**src/rtl/nco_if.sv**
```systemverilog
// nco_if: control, bit-stream handshake and sample output bundle for nco_modulator.
//   enable     run request
//   mode       00 FSK, 01 ASK, 10 BPSK, 11 QPSK
//   freq_sel   carrier select
//   s_valid / s_data / s_ready   one data bit per accepted handshake
//   out_sample / out_valid       signed modulated sample stream
//   sym_strobe / underrun        symbol-boundary pulses
// slave = modulator side, master = driver side.
interface nco_if #(
  parameter int unsigned DATA_W = 16
);
  logic                     enable;
  logic [1:0]               mode;
  logic [1:0]               freq_sel;
  logic                     s_valid;
  logic                     s_data;
  logic                     s_ready;
  logic signed [DATA_W-1:0] out_sample;
  logic                     out_valid;
  logic                     sym_strobe;
  logic                     underrun;

  modport slave (
    input  enable, mode, freq_sel, s_valid, s_data,
    output s_ready, out_sample, out_valid, sym_strobe, underrun
  );

  modport master (
    output enable, mode, freq_sel, s_valid, s_data,
    input  s_ready, out_sample, out_valid, sym_strobe, underrun
  );
endinterface

```
**src/rtl/nco_modulator.sv**
```systemverilog
// nco_modulator: phase-continuous NCO driving FSK / ASK / BPSK / QPSK symbols.
// Bits are collected into a next-symbol buffer; at each symbol boundary the
// buffer becomes the current symbol, which selects the tuning word, phase
// offset and amplitude gating for SYM_LEN cycles.
// Ports:
//   clk    rising-edge clock
//   rst_n  asynchronous active-low reset
//   bus    nco_if slave modport (control, bit handshake, sample output)
module nco_modulator #(
  parameter int unsigned DATA_W  = 16,
  parameter int unsigned PHASE_W = 16,
  parameter int unsigned LUT_AW  = 8,
  parameter int unsigned SYM_LEN = 64,
  parameter int unsigned FTW0    = 1024,
  parameter int unsigned FTW1    = 2048,
  parameter int unsigned FTW2    = 4096,
  parameter int unsigned FTW3    = 8192
) (
  input  logic  clk,
  input  logic  rst_n,
  nco_if.slave  bus
);

  localparam int unsigned LUT_N = 1 << LUT_AW;
  localparam int unsigned CNT_W = (SYM_LEN > 1) ? $clog2(SYM_LEN) : 1;
  localparam real         PI    = 3.14159265358979323846;

  localparam logic [1:0] M_FSK  = 2'd0;
  localparam logic [1:0] M_ASK  = 2'd1;
  localparam logic [1:0] M_BPSK = 2'd2;
  localparam logic [1:0] M_QPSK = 2'd3;

  typedef enum logic [1:0] {IDLE, FILL, RUN} state_t;

  typedef struct packed {
    logic [1:0] mode;
    logic [1:0] fsel;
    logic [1:0] bits;   // QPSK: [1] = first accepted bit; others use [0]
  } sym_t;

  state_t                   state_q, state_d;
  sym_t                     nxt_q, cur_q;
  logic [1:0]               nxt_cnt_q;
  logic                     nxt_full_q;
  logic                     cur_silent_q;
  logic [PHASE_W-1:0]       acc_q;
  logic [CNT_W-1:0]         cnt_q;
  logic                     strobe_q, underrun_q;
  logic [LUT_AW-1:0]        p1_addr_q;
  logic                     p1_zero_q, p1_valid_q;
  logic signed [DATA_W-1:0] out_sample_q;
  logic                     out_valid_q;

  logic                     s_ready_c, accept_c, boundary_c, start_c, wrap_c;
  logic [1:0]               mode_eff_c, need_c, nxt_cnt_inc_c;
  logic [PHASE_W-1:0]       ftw_base_c, ftw_c, off_c, phase_c;
  logic [2:0]               oct_c;
  logic                     zero_c;

  // Quarter-wave symmetry is not exploited: a full-wave table keeps addressing trivial.
  function automatic logic signed [DATA_W-1:0] sine_entry(input int k);
    real amp, v;
    amp = (2.0 ** (DATA_W - 1)) - 1.0;
    v   = amp * $sin(2.0 * PI * real'(k) / real'(LUT_N));
    v   = (v >= 0.0) ? $floor(v + 0.5) : -$floor(-v + 0.5);
    return DATA_W'($rtoi(v));
  endfunction

  logic signed [DATA_W-1:0] lut [LUT_N];

  for (genvar k = 0; k < LUT_N; k++) begin : g_lut
    assign lut[k] = sine_entry(k);
  end

  assign s_ready_c  = (state_q != IDLE) && !nxt_full_q;
  assign accept_c   = bus.s_valid && s_ready_c;
  assign wrap_c     = (state_q == RUN) && (cnt_q == CNT_W'(SYM_LEN - 1));
  assign start_c    = (state_q == FILL) && nxt_full_q;

  // Mode of the symbol being collected: live input on its first bit, captured after.
  assign mode_eff_c    = (nxt_cnt_q == 2'd0) ? bus.mode : nxt_q.mode;
  assign need_c        = (mode_eff_c == M_QPSK) ? 2'd2 : 2'd1;
  assign nxt_cnt_inc_c = nxt_cnt_q + 2'd1;

  // State register.
  always_ff @(posedge clk or negedge rst_n) begin
    if (!rst_n) state_q <= IDLE;
    else        state_q <= state_d;
  end

  // Next state and symbol-boundary decode; a running symbol always completes.
  always_comb begin
    state_d    = state_q;
    boundary_c = 1'b0;
    case (state_q)
      IDLE: if (bus.enable) state_d = FILL;
      FILL: if (nxt_full_q) begin
        state_d    = RUN;
        boundary_c = 1'b1;
      end
      RUN: if (wrap_c) begin
        if (!bus.enable) state_d = IDLE;
        else             boundary_c = 1'b1;
      end
      default: state_d = IDLE;
    endcase
  end

  // Next-symbol buffer and current symbol; an underrun keeps partial bits.
  always_ff @(posedge clk or negedge rst_n) begin
    if (!rst_n) begin
      nxt_q        <= '0;
      nxt_cnt_q    <= '0;
      nxt_full_q   <= 1'b0;
      cur_q        <= '0;
      cur_silent_q <= 1'b0;
    end else if (boundary_c && nxt_full_q) begin
      cur_q        <= nxt_q;
      cur_silent_q <= 1'b0;
      nxt_cnt_q    <= '0;
      nxt_full_q   <= 1'b0;
    end else begin
      if (boundary_c) cur_silent_q <= 1'b1;
      if (accept_c) begin
        if (nxt_cnt_q == 2'd0) begin
          nxt_q.mode <= bus.mode;
          nxt_q.fsel <= bus.freq_sel;
          nxt_q.bits <= {1'b0, bus.s_data};
        end else begin
          nxt_q.bits <= {nxt_q.bits[0], bus.s_data};
        end
        nxt_cnt_q <= nxt_cnt_inc_c;
        if (nxt_cnt_inc_c == need_c) nxt_full_q <= 1'b1;
      end
    end
  end

  // Tuning word, phase offset (in eighths of a turn) and gating of the current symbol.
  // A silent symbol keeps the previous tuning word so the phase keeps advancing.
  always_comb begin
    ftw_base_c = PHASE_W'(FTW0);
    case (cur_q.fsel)
      2'd0:    ftw_base_c = PHASE_W'(FTW0);
      2'd1:    ftw_base_c = PHASE_W'(FTW1);
      2'd2:    ftw_base_c = PHASE_W'(FTW2);
      default: ftw_base_c = PHASE_W'(FTW3);
    endcase
    ftw_c = ftw_base_c;
    if (cur_q.mode == M_FSK && cur_q.bits[0]) ftw_c = ftw_base_c << 1;

    oct_c = 3'd0;
    case (cur_q.mode)
      M_BPSK: oct_c = cur_q.bits[0] ? 3'd0 : 3'd4;
      M_QPSK: begin
        case (cur_q.bits)
          2'b00:   oct_c = 3'd1;
          2'b01:   oct_c = 3'd3;
          2'b11:   oct_c = 3'd5;
          default: oct_c = 3'd7;
        endcase
      end
      default: oct_c = 3'd0;
    endcase

    zero_c = cur_silent_q || (cur_q.mode == M_ASK && !cur_q.bits[0]);
  end

  assign off_c   = {oct_c, {(PHASE_W - 3){1'b0}}};
  assign phase_c = acc_q + off_c;

  // Phase accumulator and symbol counter; phase is continuous across boundaries.
  always_ff @(posedge clk or negedge rst_n) begin
    if (!rst_n) begin
      acc_q <= '0;
      cnt_q <= '0;
    end else if (start_c) begin
      acc_q <= '0;
      cnt_q <= '0;
    end else if (state_q == RUN) begin
      acc_q <= acc_q + ftw_c;
      cnt_q <= wrap_c ? '0 : cnt_q + CNT_W'(1);
    end
  end

  // Boundary pulses, aligned with the first cycle of the new symbol.
  always_ff @(posedge clk or negedge rst_n) begin
    if (!rst_n) begin
      strobe_q   <= 1'b0;
      underrun_q <= 1'b0;
    end else begin
      strobe_q   <= boundary_c;
      underrun_q <= boundary_c && !nxt_full_q;
    end
  end

  // Two-stage sample pipeline: LUT address, then LUT read / gating.
  always_ff @(posedge clk or negedge rst_n) begin
    if (!rst_n) begin
      p1_addr_q    <= '0;
      p1_zero_q    <= 1'b0;
      p1_valid_q   <= 1'b0;
      out_sample_q <= '0;
      out_valid_q  <= 1'b0;
    end else begin
      p1_addr_q    <= LUT_AW'(phase_c >> (PHASE_W - LUT_AW));
      p1_zero_q    <= zero_c;
      p1_valid_q   <= (state_q == RUN);
      out_valid_q  <= p1_valid_q;
      out_sample_q <= (p1_valid_q && !p1_zero_q) ? lut[p1_addr_q] : '0;
    end
  end

  assign bus.s_ready    = s_ready_c;
  assign bus.out_sample = out_sample_q;
  assign bus.out_valid  = out_valid_q;
  assign bus.sym_strobe = strobe_q;
  assign bus.underrun   = underrun_q;

endmodule

```
**src/flat_wrapper.sv**
```systemverilog
// flat-port wrapper written by rule: the top's interface ports become plain ports
module nco_modulator_flat 
#(
  parameter int unsigned DATA_W  = 16,
  parameter int unsigned PHASE_W = 16,
  parameter int unsigned LUT_AW  = 8,
  parameter int unsigned SYM_LEN = 64,
  parameter int unsigned FTW0    = 1024,
  parameter int unsigned FTW1    = 2048,
  parameter int unsigned FTW2    = 4096,
  parameter int unsigned FTW3    = 8192
)
  (clk, rst_n, bus_enable, bus_mode, bus_freq_sel, bus_s_valid, bus_s_data, bus_s_ready, bus_out_sample, bus_out_valid, bus_sym_strobe, bus_underrun);
  nco_if #(.DATA_W(DATA_W)) bus_i ();
  input  logic clk;
  input  logic rst_n;
  input wire logic [$bits(bus_i.enable)-1:0] bus_enable;
  input wire logic [$bits(bus_i.mode)-1:0] bus_mode;
  input wire logic [$bits(bus_i.freq_sel)-1:0] bus_freq_sel;
  input wire logic [$bits(bus_i.s_valid)-1:0] bus_s_valid;
  input wire logic [$bits(bus_i.s_data)-1:0] bus_s_data;
  output wire logic [$bits(bus_i.s_ready)-1:0] bus_s_ready;
  output wire logic [$bits(bus_i.out_sample)-1:0] bus_out_sample;
  output wire logic [$bits(bus_i.out_valid)-1:0] bus_out_valid;
  output wire logic [$bits(bus_i.sym_strobe)-1:0] bus_sym_strobe;
  output wire logic [$bits(bus_i.underrun)-1:0] bus_underrun;
  assign bus_i.enable = bus_enable;
  assign bus_i.mode = bus_mode;
  assign bus_i.freq_sel = bus_freq_sel;
  assign bus_i.s_valid = bus_s_valid;
  assign bus_i.s_data = bus_s_data;
  assign bus_s_ready = bus_i.s_ready;
  assign bus_out_sample = bus_i.out_sample;
  assign bus_out_valid = bus_i.out_valid;
  assign bus_sym_strobe = bus_i.sym_strobe;
  assign bus_underrun = bus_i.underrun;
  nco_modulator #(.DATA_W(DATA_W), .PHASE_W(PHASE_W), .LUT_AW(LUT_AW), .SYM_LEN(SYM_LEN), .FTW0(FTW0), .FTW1(FTW1), .FTW2(FTW2), .FTW3(FTW3)) u_core (.clk(clk), .rst_n(rst_n), .bus(bus_i));
endmodule
```
**config.mk**
```make
export PLATFORM = sky130hd
export DESIGN_NAME = nco_modulator_flat
export DESIGN_NICKNAME = d
export VERILOG_FILES = /design/src/rtl/nco_if.sv /design/src/rtl/nco_modulator.sv /design/src/flat_wrapper.sv
export SDC_FILE = /design/constraint.sdc
export NUM_CORES = 1
export LEC_CHECK = 0
export CAP_MARGIN = 15
export CORE_ASPECT_RATIO = 1.4
export CORE_UTILIZATION = 55
export CTS_CLUSTER_SIZE = 40
export DETAILED_ROUTE_END_ITERATION = 12
export HOLD_SLACK_MARGIN = 0.12
export PLACE_DENSITY_LB_ADDON = 0.2
export SYNTH_ARGS = -nofsm -noshare
export SYNTH_HDL_FRONTEND = slang
export SYNTH_SLANG_ARGS = --single-unit
```
**constraint.sdc**
```tcl
create_clock -name clk -period 6.2 [get_ports clk]
set_clock_uncertainty 0.15 [all_clocks]
set_input_delay 1.24 -clock clk [delete_from_list [all_inputs] [get_ports clk]]
set_output_delay 1.24 -clock clk [all_outputs]
set_load 0.03 [all_outputs]
```
-- After elaboration in Yosys (flattened, before gate mapping)
Memories as Yosys holds them, arrays and structs flattened.
Cells that the tools add are included.
Widths: inputs -> output; s select.
- ROM bits: 4096
- register bits after elaboration: 69
- memories: 1
- bits of input ports: 9
- word-level logic and storage cells: 102
- memories (name ; depth ; width ; rd ports ; clocked after Yosys merged registers in ; wr ports ; RTL line ; RTL):
    (name not given) ; 256 ; 16 ; 1 ; 0 ; 0 ; nco_modulator.sv:209 ; out_sample_q <= (p1_valid_q && !p1_zero_q) ? lut[p1_addr_q] : '0;
- muxes and demuxes: 32
- magnitude comparators: 1
- reduce and logical (&&, ||, !) cells: 27
- equal/unequal tests: 16
- bitwise gates (word level): 2
- add/subtract/negate cells: 4
- operators with widths (cell ; count):
    $mux 16 ; 5
    $pmux 14 s3 ; 1
    $mux 2 ; 9
    $mux 6 ; 3
    $add 16x15->16 ; 1
    $add 16x16->16 ; 1
    $mux 15 ; 1
    $eq 2x2->1 const B ; 6
    $logic_not 2->1 ; 5
    $reduce_bool 2->1 ; 5
    $ge 9x9->1 const B ; 1
    $logic_and 1x1->1 ; 9
    $not 8->9 ; 1
    $pmux 3 s3 ; 1
    $eq 2x1->1 const B ; 4
    $mux 1 ; 8
    $add 6x1->6 const B ; 1
    $eq 6x6->1 const B ; 1
    $pmux 2 s3 ; 1
    $pmux 3 s2 ; 1
    $ne 2x1->1 const B ; 2
    $ne 2x2->1 const B ; 2
    $reduce_and 2->1 ; 2
    $reduce_and 4->1 ; 1
    8 further kinds ; 10

-- Logic depth before layout (Yosys ltp)
- depth after elaboration: 8
- depth in mapped cells: 11
- gate-level depth less buffers: 11

-- Worst setup path after synthesis
Ideal clock, no wire load.
- kind: register to output
- start: register u_core.state_q[0]
- end: output port bus_s_ready
- data required time: 4.810 ns
- setup slack: 3.747 ns
- arrival time: 1.063 ns
- stages on the path, launching flop included: 4
- path buffers: 0
- cells stage by stage: dfrtp_1 -> inv_1 -> ha_1 -> nor2_1
- word-level cells in the longest chain between the ends: 2
- ends and longest elaborated chain (element ; RTL line ; RTL):
    start: declaration ; nco_modulator.sv:41 ; state_t state_q, state_d;
    start signal: assignment ; nco_modulator.sv:88 ; else state_q <= state_d;
    $reduce_bool 2->1 ; nco_modulator.sv:75 ; assign s_ready_c = (state_q != IDLE) && !nxt_full_q;
    $logic_and 1x1->1 ; nco_modulator.sv:75 ;
    end: declaration ; flat_wrapper.sv:22 ; output wire logic [$bits(bus_i.s_ready)-1:0] bus_s_ready;
Every way passes these cells.

-- Worst setup path in the final report
Same ends and word-level chain as after synthesis.

==> metrics.txt <==
status completed; H-tree levels 3; Seq/Total Area, Yosys a little over a third; Syn Inst Count 477; DRC violations left 0; Final nets 518; Tot Pwr 2.51 mW; Arr. time, crit path between 1.5 and 2 ns; critical path startpoint category register; unrepaired setup endpoints after global routing false; Core Area 0.00707 mm²; Final setup viols 0; Post-Syn Nets 511; setup TNS 0 ns; number of synthesized flops with an enable pin 0; area leader, netlist dfrtp_1; Yosys cell types 63; drt via density approximately 6.3; register area 0.00143 mm²; iteration count of the initial detailed-routing pass 6; share of cells above drive strength 1 7.98%; Finished Layout Cells 584; Mapped Area 0.00411 mm²; number of max-cap violations 0; clock period minus worst slack between 3 and 4 ns; Root Driver clkbuf_8; Clock transition at path regs 0.07 ns; Critical Path End Type output pin; I/O Pins 29; Fmax between 0.3 and 0.4 GHz; starting density of the core 58.1%; final worst path period share approximately 52%; gpl congestion 0.975; CP Class reg2out; Placed Instances 568; CP Data Required Time between 4 and 5 ns; Hold Crit Class reg2reg; ys flop type dfrtp_1; fill count roughly 610; yosys warns 0; # diodes 0; largest net degree at the start of global routing 69; post-CTS resize count 0; Pwr Density 547 mW/mm²; Hold Vio Cnt, Final 0; port buffer count 28; layout overhead on the synthesized area 11.7%; width of the die 75.0 µm; WP buf/inv 2; initial DRC count 574; Yosys top cell area share 34.7%; area of the die between 0.007 and 0.008 mm²; Die Height 104 µm; number of global-route vias before repair 3560; syn_area_per_cell between 8 and 9 µm²; Crit Path Max Fanout 3; HPWL after DPL 7010 µm; # clock sinks between 50 and 60; initial antenna violation count 0; global-route wire length before repair around 17000 µm; wirelength, routed 10400 µm; Worst-Margin Slew 0.955 ns; Hold-fix buffers, CTS 0; CTS Buffer Depth 2; Top Family by Delay on Critical Path buffers and inverters; Worst IR Drop VDD between 0.3 and 0.4 mV; Yosys reg bits 57; post-detailed-route count of antenna-violating nets 0; Multi-input gate area 0.00239 mm²; relative slew slack a little over a third; Post-synth ARST share 100%; Wirelength per Cell between 15 and 20 µm; Site Rows 36; final count of pins violating max slew 0; CTS tree yes; LEAKAGE 1.99 nW; CP max stage cell clkdlybuf4s50_1; CP peak stage delay 0.69 ns; total CTS buffers 9; cells along the critical path inv_1 -> ha_1 -> nor2_1 -> clkdlybuf4s50_1; Congestion Overflow GR 0; clk_lat worst skew 0.35 ns; largest cells by area after synthesis dfrtp_1 35%, ha_1 7.0%, nor2_1 4.5%; GR Util All Layers around 29%; Via Count 3689; Setup Fix Bufs, Post-CTS 0
## final timing paths
path | from | to | slack [ns] | depth (start not counted)
setup reg to reg | u_core.p1_addr_q[2] | u_core.bus.out_sample[10] | 3.19 | 7
max in group asynchronous | rst_n | u_core.p1_addr_q[4] | 4.49 | 2
hold reg to reg | u_core.p1_valid_q | u_core.bus.out_valid | 0.24 | 0
min in group asynchronous | rst_n | u_core.bus.out_sample[2] | 0.87 | 2
setup / recovery | u_core.state_q[0] | bus_s_ready | 2.95 | 4
hold / removal | u_core.p1_valid_q | u_core.bus.out_valid | 0.24 | 0
## power breakdown
group / switching, mW / total (mW) / leakage, nW / internal (mW)
clock network: 0.155 / 0.432 / 0.120 / 0.277
logic: 0.898 / 1.46 / 1.12 / 0.567
registers: 0.116 / 0.610 / 0.744 / 0.494
## area by class of cell
cell class	count	area share [%]
tap	95	2.59
timing repair buffer	33	6.82
multi-input combinational	357	52.0
clock inverter	5	2.24
clock buffer	11	3.08
sequential	57	31.1
inverter	26	2.13
## worst reg2reg max path, delay by kind of cell (launching register included)
kind	cells	cell delay, ns
compound gates	4	0.86
flops	1	0.97
buf+inv	1	0.40
fa+ha+maj	1	0.42
simple gates	1	0.10
## layout by cell type, fill, tap and decap left out, types with 6 or more instances in the layout
cell	instances
o21ai_0	21
dfrtp_1	56
nand2_1	44
mux2_2	6
nor3_1	6
nand2b_1	16
a21oi_1	35
clkdlybuf4s50_1	27
inv_1	24
xnor2_1	7
o221ai_1	7
o21ai_1	9
a211oi_1	9
a31oi_1	7
o22ai_1	11
nor2_1	49
nand3_1	8
mux2i_1	8
clkbuf_8	10
ha_1	23
## through the flow
| step | worst slack [ns] | hold WS (ns) | instance area [µm²] | utilization, % |
|---|---|---|---|---|
| 3_3_place_gp | 3.05 | 0.216 | 4340 | 61.4 |
| 3_5_place_dp | 3.04 | 0.222 | 4340 | 61.4 |
| 4_1_cts | 2.91 | 0.239 | 4590 | 64.9 |
| 2_1_floorplan | 3.75 | 0.205 | 4110 | - |
| 5_1_grt | 2.85 | 0.261 | 4590 | 64.9 |
| 6_report | 2.95 | 0.235 | 4590 | 64.9 |
## metal layers
metal / GRT usage (%) / part of all wire, % / vias up
li1: - / - / 1728
met1: 32.6 / 37 / 1728
met2: 46.8 / 51 / 178
met3: 6.10 / 5.9 / 55
met4: 19.0 / 5.7 / 0
met5: 0 / 0 / -
## cell usage after synthesis (all sizes together), types with 10 or more instances
cell type,number
dfrtp,57
nor2,49
nand2,44
a21oi,35
o21ai,30
buf,29
inv,26
ha,23
nand2b,16
o22ai,11
a211oi,10
mux2,10
## kinds of logic after synthesis
logic type	after synthesis	synth area share, %
AOI/OAI and AO/OA	148	24.2
adders and majority gates	25	7.99
muxes	21	6.34
buffers and inverters	63	7.13
xor gates and xnor gates	10	2.13
and+or+nand+nor	153	17.5
DFF	57	34.7
## state kept, by name (all words and copies together), names as in the netlist
name and flops:
u_core.acc_q 6, u_core.bus.out_sample 16, u_core.bus.out_valid 1, u_core.bus.sym_strobe 1
u_core.bus.underrun 1, u_core.cnt_q 6, u_core.cur_q 6, u_core.cur_silent_q 1
u_core.nxt_cnt_q 2, u_core.nxt_full_q 1, u_core.nxt_q 6, u_core.p1_addr_q 6
u_core.p1_valid_q 1, u_core.p1_zero_q 1, u_core.state_q 2
(Power assumes the default switching activity.)
